**src/rtl/vga_rect_fill_pkg.sv**
```systemverilog
// Shared constants, state encoding and command record for the rectangle-fill engine.
// Optional abort input is enabled by defining RECT_FILL_ABORT_EN.
package vga_rect_fill_pkg;

  localparam int RES_X      = 320;
  localparam int RES_Y      = 240;
  localparam int MEM_WIDTH  = 8;
  localparam int ADDR_WIDTH = $clog2(RES_X * RES_Y);
  localparam int X_WIDTH    = $clog2(RES_X);
  localparam int Y_WIDTH    = $clog2(RES_Y);

  typedef enum logic [1:0] {
    IDLE,
    SETUP,
    FILL,
    DONE
  } fill_state_e;

  typedef struct packed {
    logic [X_WIDTH-1:0]   x;
    logic [Y_WIDTH-1:0]   y;
    logic [X_WIDTH-1:0]   w;
    logic [Y_WIDTH-1:0]   h;
    logic [MEM_WIDTH-1:0] color;
  } rect_cmd_t;

endpackage

```
**src/rtl/vga_rect_fill_if.sv**
```systemverilog
// Command handshake plus framebuffer write port of the rectangle-fill engine.
// Defining RECT_FILL_ABORT_EN adds the abort request driven by the master.
interface vga_rect_fill_if;
  import vga_rect_fill_pkg::*;

  logic                  cmd_valid;
  logic                  cmd_ready;
  logic [X_WIDTH-1:0]    cmd_x;
  logic [Y_WIDTH-1:0]    cmd_y;
  logic [X_WIDTH-1:0]    cmd_w;
  logic [Y_WIDTH-1:0]    cmd_h;
  logic [MEM_WIDTH-1:0]  cmd_color;
  logic [ADDR_WIDTH-1:0] mem_addr;
  logic [MEM_WIDTH-1:0]  din;
  logic                  wen;
  logic                  busy;
  logic                  done;
`ifdef RECT_FILL_ABORT_EN
  logic                  abort;

  modport master (
    output cmd_valid, cmd_x, cmd_y, cmd_w, cmd_h, cmd_color, abort,
    input  cmd_ready, mem_addr, din, wen, busy, done
  );
  modport slave (
    input  cmd_valid, cmd_x, cmd_y, cmd_w, cmd_h, cmd_color, abort,
    output cmd_ready, mem_addr, din, wen, busy, done
  );
`else
  modport master (
    output cmd_valid, cmd_x, cmd_y, cmd_w, cmd_h, cmd_color,
    input  cmd_ready, mem_addr, din, wen, busy, done
  );
  modport slave (
    input  cmd_valid, cmd_x, cmd_y, cmd_w, cmd_h, cmd_color,
    output cmd_ready, mem_addr, din, wen, busy, done
  );
`endif

endinterface

```
**src/rtl/vga_rect_fill_addr_gen.sv**
```systemverilog
// Row-walking address generator: registered write address advanced by adders only,
// the single y*RES_X product being taken once at load.
module vga_rect_fill_addr_gen
  import vga_rect_fill_pkg::*;
(
  input  logic                  clk,
  input  logic                  rst,
  input  logic                  load,
  input  logic                  step,
  input  logic [X_WIDTH-1:0]    x_start,
  input  logic [X_WIDTH-1:0]    x_stop,
  input  logic [Y_WIDTH-1:0]    y_start,
  input  logic [Y_WIDTH-1:0]    y_stop,
  output logic [ADDR_WIDTH-1:0] addr,
  output logic                  last
);

  localparam logic [ADDR_WIDTH-1:0] ROW_STRIDE = ADDR_WIDTH'(RES_X);

  logic [X_WIDTH-1:0]    col, x_first, x_last;
  logic [Y_WIDTH-1:0]    row, y_last;
  logic [ADDR_WIDTH-1:0] row_base, load_base;

  assign load_base = ADDR_WIDTH'(y_start) * ROW_STRIDE;
  assign last      = (col == x_last) && (row == y_last);

  // NOTE: sequential state uses <= so every flop samples the pre-edge values of its peers.
  always_ff @(posedge clk) begin
    if (!rst) begin
      col      <= '0;
      row      <= '0;
      x_first  <= '0;
      x_last   <= '0;
      y_last   <= '0;
      row_base <= '0;
      addr     <= '0;
    end else if (load) begin
      col      <= x_start;
      row      <= y_start;
      x_first  <= x_start;
      x_last   <= x_stop;
      y_last   <= y_stop;
      row_base <= load_base;
      addr     <= load_base + ADDR_WIDTH'(x_start);
    end else if (step) begin
      if (col == x_last) begin
        // Wrap to the left edge of the next row; row_base keeps the running y*RES_X.
        col      <= x_first;
        row      <= row + Y_WIDTH'(1);
        row_base <= row_base + ROW_STRIDE;
        addr     <= row_base + ROW_STRIDE + ADDR_WIDTH'(x_first);
      end else begin
        col  <= col + X_WIDTH'(1);
        addr <= addr + ADDR_WIDTH'(1);
      end
    end
  end

endmodule

```
**src/rtl/vga_rect_fill.sv**
```systemverilog
// Rectangle-fill engine: clips a command to the screen and streams one framebuffer write per cycle.
// Defining RECT_FILL_ABORT_EN adds an abort input that retires the command early.
module vga_rect_fill
  import vga_rect_fill_pkg::*;
(
  input  logic           clk,
  input  logic           rst,
  vga_rect_fill_if.slave bus
);

  localparam logic [X_WIDTH:0] X_LIMIT = (X_WIDTH + 1)'(RES_X);
  localparam logic [Y_WIDTH:0] Y_LIMIT = (Y_WIDTH + 1)'(RES_Y);

  fill_state_e        state, next_state;
  rect_cmd_t          cmd_q;
  logic               accept, load, step, empty, last, abort_req;
  logic [X_WIDTH:0]   x_sum, x_end;
  logic [Y_WIDTH:0]   y_sum, y_end;
  logic [X_WIDTH-1:0] x_stop;
  logic [Y_WIDTH-1:0] y_stop;

`ifdef RECT_FILL_ABORT_EN
  assign abort_req = bus.abort;
`else
  assign abort_req = 1'b0;
`endif

  // Clip in one extra bit so x+w / y+h can exceed the screen without wrapping.
  assign x_sum  = {1'b0, cmd_q.x} + {1'b0, cmd_q.w};
  assign y_sum  = {1'b0, cmd_q.y} + {1'b0, cmd_q.h};
  assign x_end  = (x_sum > X_LIMIT) ? X_LIMIT : x_sum;
  assign y_end  = (y_sum > Y_LIMIT) ? Y_LIMIT : y_sum;
  assign x_stop = X_WIDTH'(x_end - (X_WIDTH + 1)'(1));
  assign y_stop = Y_WIDTH'(y_end - (Y_WIDTH + 1)'(1));
  assign empty  = (cmd_q.w == '0) || (cmd_q.h == '0) ||
                  ({1'b0, cmd_q.x} >= X_LIMIT) || ({1'b0, cmd_q.y} >= Y_LIMIT);

  always_ff @(posedge clk) begin
    if (!rst) state <= IDLE;
    else      state <= next_state;
  end

  // NOTE: every variable of a combinational block gets a default first, so no latch is inferred.
  always_comb begin
    next_state = state;
    unique case (state)
      IDLE:    if (accept) next_state = SETUP;
      SETUP:   next_state = (empty || abort_req) ? DONE : FILL;
      FILL:    if (last || abort_req) next_state = DONE;
      DONE:    next_state = IDLE;
      default: next_state = IDLE;
    endcase
  end

  always_comb begin
    bus.cmd_ready = rst && (state == IDLE);
    accept        = bus.cmd_ready && bus.cmd_valid;
    load          = (state == SETUP) && !empty && !abort_req;
    step          = (state == FILL);
    bus.busy      = (state == SETUP) || (state == FILL);
    bus.done      = (state == DONE);
  end

  always_ff @(posedge clk) begin
    if (!rst) begin
      cmd_q   <= '0;
      bus.din <= '0;
      bus.wen <= 1'b0;
    end else begin
      if (accept) cmd_q <= '{x: bus.cmd_x, y: bus.cmd_y, w: bus.cmd_w,
                             h: bus.cmd_h, color: bus.cmd_color};
      if (load) bus.din <= cmd_q.color;
      bus.wen <= (next_state == FILL);
    end
  end

  vga_rect_fill_addr_gen u_addr_gen (
    .clk     (clk),
    .rst     (rst),
    .load    (load),
    .step    (step),
    .x_start (cmd_q.x),
    .x_stop  (x_stop),
    .y_start (cmd_q.y),
    .y_stop  (y_stop),
    .addr    (bus.mem_addr),
    .last    (last)
  );

endmodule

```
**src/flat_wrapper.sv**
```systemverilog
// flat-port wrapper written by rule: the top's interface ports become plain ports
module vga_rect_fill_flat import vga_rect_fill_pkg::*;
  (clk, rst, bus_cmd_valid, bus_cmd_x, bus_cmd_y, bus_cmd_w, bus_cmd_h, bus_cmd_color, bus_cmd_ready, bus_mem_addr, bus_din, bus_wen, bus_busy, bus_done);
  vga_rect_fill_if bus_i ();
  input  logic clk;
  input  logic rst;
  input wire logic [$bits(bus_i.cmd_valid)-1:0] bus_cmd_valid;
  input wire logic [$bits(bus_i.cmd_x)-1:0] bus_cmd_x;
  input wire logic [$bits(bus_i.cmd_y)-1:0] bus_cmd_y;
  input wire logic [$bits(bus_i.cmd_w)-1:0] bus_cmd_w;
  input wire logic [$bits(bus_i.cmd_h)-1:0] bus_cmd_h;
  input wire logic [$bits(bus_i.cmd_color)-1:0] bus_cmd_color;
  output wire logic [$bits(bus_i.cmd_ready)-1:0] bus_cmd_ready;
  output wire logic [$bits(bus_i.mem_addr)-1:0] bus_mem_addr;
  output wire logic [$bits(bus_i.din)-1:0] bus_din;
  output wire logic [$bits(bus_i.wen)-1:0] bus_wen;
  output wire logic [$bits(bus_i.busy)-1:0] bus_busy;
  output wire logic [$bits(bus_i.done)-1:0] bus_done;
  assign bus_i.cmd_valid = bus_cmd_valid;
  assign bus_i.cmd_x = bus_cmd_x;
  assign bus_i.cmd_y = bus_cmd_y;
  assign bus_i.cmd_w = bus_cmd_w;
  assign bus_i.cmd_h = bus_cmd_h;
  assign bus_i.cmd_color = bus_cmd_color;
  assign bus_cmd_ready = bus_i.cmd_ready;
  assign bus_mem_addr = bus_i.mem_addr;
  assign bus_din = bus_i.din;
  assign bus_wen = bus_i.wen;
  assign bus_busy = bus_i.busy;
  assign bus_done = bus_i.done;
  vga_rect_fill u_core (.clk(clk), .rst(rst), .bus(bus_i));
endmodule
```
**config.mk**
```make
export PLATFORM = sky130hd
export DESIGN_NAME = vga_rect_fill_flat
export DESIGN_NICKNAME = d
export VERILOG_FILES = /design/src/rtl/vga_rect_fill_pkg.sv /design/src/rtl/vga_rect_fill_if.sv /design/src/rtl/vga_rect_fill_addr_gen.sv /design/src/rtl/vga_rect_fill.sv /design/src/flat_wrapper.sv
export SDC_FILE = /design/constraint.sdc
export NUM_CORES = 1
export LEC_CHECK = 0
export ABC_AREA = 1
export CAP_MARGIN = 25
export CORE_MARGIN = 8
export CORE_UTILIZATION = 30
export CTS_CLUSTER_SIZE = 25
export DETAILED_ROUTE_END_ITERATION = 10
export PLACE_DENSITY_LB_ADDON = 0.25
export SLEW_MARGIN = 10
export SYNTH_ARGS = -nofsm -noshare
export SYNTH_HDL_FRONTEND = slang
export SYNTH_HIERARCHICAL = 1
export SYNTH_SLANG_ARGS = --single-unit
```
**constraint.sdc**
```tcl
create_clock -name clk -period 3.43 [get_ports clk]
set_clock_uncertainty 0.2 [all_clocks]
set_input_delay 0.5145 -clock clk [delete_from_list [all_inputs] [get_ports clk]]
set_output_delay 0.5145 -clock clk [all_outputs]
set_load 0.02 [all_outputs]
```
==> metrics <==
outcome=completed; Max-Cap Viols=0; Async SR Flop Fraction=0%; average footprint of a synthesized cell=6.58 µm²; fin crit share=89.9%; area of the die=32700 µm²; GRT Resource Usage Total=14.7%; boundary pin count=74; area of the mapped netlist=8150 µm²; largest net degree at the start of global routing=40; placeable core region=26800 µm²; vias in the first global route=~7600; share of synthesized area occupied by flip-flops and latches=a little under a third; post-detailed-route count of antenna-violating nets=0; count of inserted antenna diode cells=0; vias per std cell=4.72; FF+latch count, synth=about 120; Min Clock Period, post-route=3080 ps; path type of the worst min-delay path=reg2reg; master cell of the clock root buffer=sky130_fd_sc_hd__clkbuf_16; RSZ-0062 raised after global routing=false; Leak=about 4.5 nW; relative slew slack=64.7%; syn_nets=roughly 1300; Resize count post-CTS=0; Final #Nets=1404; overall overflow remaining after global route=0; Final Max Slew Viols=0; number of warnings issued by yosys=6; Routed WL=23700 µm; worst IR drop on VDD=0.602 mV; number of cell rows=60; number of buffers created by CTS=17; setup ws final=between 300 and 400 ps; insertion delay of the later-clocked pin in the worst-skew pair=430 ps; Layout fillers=2840; initial DRC count=roughly 500; CP required=about 3600 ps; Tightest Pin Transition=528 ps; dpl cells=1630; final total negative setup slack=0 ps; clock tree from TritonCTS=done; initial core utilization=30.4%; number of sinks driven by the clock tree=124; DRC viols=0; number of flops mapped to enable cells by yosys=0; number of setup violations in the final report=0; Max Root-Sink Buffers=2; level count of the clock H-tree=4; crit path capture type=flip-flop; Worst Setup Path Type=reg2reg; final count of hold timing violations=0; cells after synthesis=1239; vias after detailed routing=7851; share of cells above drive strength 1=under 10%; critical path arrival=3240 ps; top library cells by usage in the layout, fill and taps aside=sky130_fd_sc_hd__nand2_1 (348), sky130_fd_sc_hd__inv_1 (124), sky130_fd_sc_hd__dfxtp_1 (124); post-CTS setup buffers=0; final weighted congestion in routability-driven placement=0.845; placed wire-length estimate=18000 µm; count of unique library cells instantiated by Yosys=50; reg-to-reg setup timing slack=350 ps; top_reg_cell synth=sky130_fd_sc_hd__dfxtp_1; startpoint class of the critical path=flip-flop; highest fanout seen on the critical path=5; horizontal extent of the die=roughly 180 µm; drt pass-1 iters=5; power per standard cell area=837 nW/µm²; vertical extent of the die=181 µm; most common cell after layout, fill and taps aside=sky130_fd_sc_hd__nand2_1; Avg WL per Cell=between 10 and 15 µm; final standard cell count with taps included and fillers excluded=between 1500 and 2000; antenna violations before repair=1; hold bufs inserted after CTS=0; minimum setup slack after placement=319 ps; clock-pin transition on the worst setup and hold timing paths=approximately 60 ps; wire length of the first global-routing pass=just under 40000 µm; IO buf count=73; area growth from synthesis to layout=21.6%; Max Freq=324 MHz
cell type report:
| type | instances | area, µm² | share of cell area (%) |
|---|---|---|---|
| clock inverters | 15 | 201 | 2.03 |
| clock buffers | 17 | 425 | 4.30 |
| multi-input cells | 937 | 4980 | 50.3 |
| well taps | 341 | 427 | 4.31 |
| flip-flops and latches | 124 | 2480 | 25.1 |
| inverters | 133 | 499 | 5.04 |
| repair buffers | 95 | 891 | 8.99 |
worst max-delay path: stages, from the launching register on:
cell and delay [ps]:
sky130_fd_sc_hd__dfxtp_1 500, sky130_fd_sc_hd__ha_1 300, sky130_fd_sc_hd__ha_1 240, sky130_fd_sc_hd__fa_1 440, sky130_fd_sc_hd__xor2_1 450, sky130_fd_sc_hd__nand3_1 180
sky130_fd_sc_hd__nor2_1 160, sky130_fd_sc_hd__nand2_1 100, sky130_fd_sc_hd__nor2_1 100, sky130_fd_sc_hd__nand3_1 80, sky130_fd_sc_hd__nand2_1 70, sky130_fd_sc_hd__nor2_1 70
sky130_fd_sc_hd__a21oi_1 130
path summary, 6_finish.rpt:
path | start | to | depth (start not counted)
max | u_core/cmd_q[28] | u_core/u_addr_gen/addr[16] | 12
min | u_core/u_addr_gen/x_first[3] | u_core/u_addr_gen/x_first[3] | 2
max reg2reg | u_core/cmd_q[28] | u_core/u_addr_gen/addr[16] | 12
min reg2reg | u_core/u_addr_gen/x_first[3] | u_core/u_addr_gen/x_first[3] | 2
state kept, by name, summed over array words and instances, names as in the netlist:
signal,flops
u_core/u_addr_gen/x_last,9
u_core/state,2
u_core/bus.din,8
u_core/u_addr_gen/row_base,11
u_core/cmd_q,42
u_core/u_addr_gen/col,9
u_core/u_addr_gen/x_first,9
u_core/u_addr_gen/addr,17
u_core/u_addr_gen/row,8
u_core/u_addr_gen/y_last,8
u_core/bus.wen,1
layer usage:
| metal | GRT usage [%] | vias to the layer above | share of wire [%] |
|---|---|---|---|
| li1 | - | 4162 | - |
| met1 | 20.5 | 3502 | 52 |
| met2 | 21.6 | 170 | 41 |
| met3 | 4.71 | 15 | 6.6 |
| met4 | 3.41 | 2 | 0.81 |
| met5 | 0 | - | 0.055 |
cell families (layout without fill, tap and decap cells):
group                    count (synthesis)  in the layout  synth area share [%]
XOR/XNOR                                48             48                  5.39
AND/OR/NAND/NOR                        630            630                  33.4
AO/OA/AOI/OAI                          208            208                  14.0
buffers and inverters                  178            260                  8.45
adder cells (fa/ha/maj)                 51             51                  8.29
flip-flops                             124            124                  30.5
Yosys cell counts, types with 21 or more instances:
library cell                 n  area, µm²
sky130_fd_sc_hd__clkbuf_1   35        131
sky130_fd_sc_hd__dfxtp_1   124       2480
sky130_fd_sc_hd__nand2_1   348       1310
sky130_fd_sc_hd__o21ai_0    72        360
sky130_fd_sc_hd__a21oi_1   106        531
sky130_fd_sc_hd__xnor2_1    24        210
sky130_fd_sc_hd__inv_1     124        465
sky130_fd_sc_hd__xor2_1     23        201
sky130_fd_sc_hd__nand3_1   103        515
sky130_fd_sc_hd__ha_1       46        576
sky130_fd_sc_hd__nor2_1    105        394
sky130_fd_sc_hd__nand4_1    21        131
stage by stage:
| step | hold slack, ps | area [µm²] | power [W] | utilization (%) |
|---|---|---|---|---|
| final | 263 | 9900 | 0.00829 | 37.0 |
| after global placement | 249 | 9280 | 0.00638 | 34.6 |
| after global routing | 274 | 9900 | 0.00899 | 37.0 |
| after CTS | 263 | 9900 | 0.00834 | 36.9 |
| after detailed placement | 253 | 9280 | 0.00638 | 34.6 |
| after floorplan | 241 | 8150 | 0.00515 | - |
report_power, final:
group | switching (W) | total (W) | internal, W
Combinational | 0.00267 | 0.00416 | 0.00148
Sequential | 0.000399 | 0.00221 | 0.00181
Clock | 0.000758 | 0.00193 | 0.00117
No activity file was read; power rests on OpenSTA's default activity.
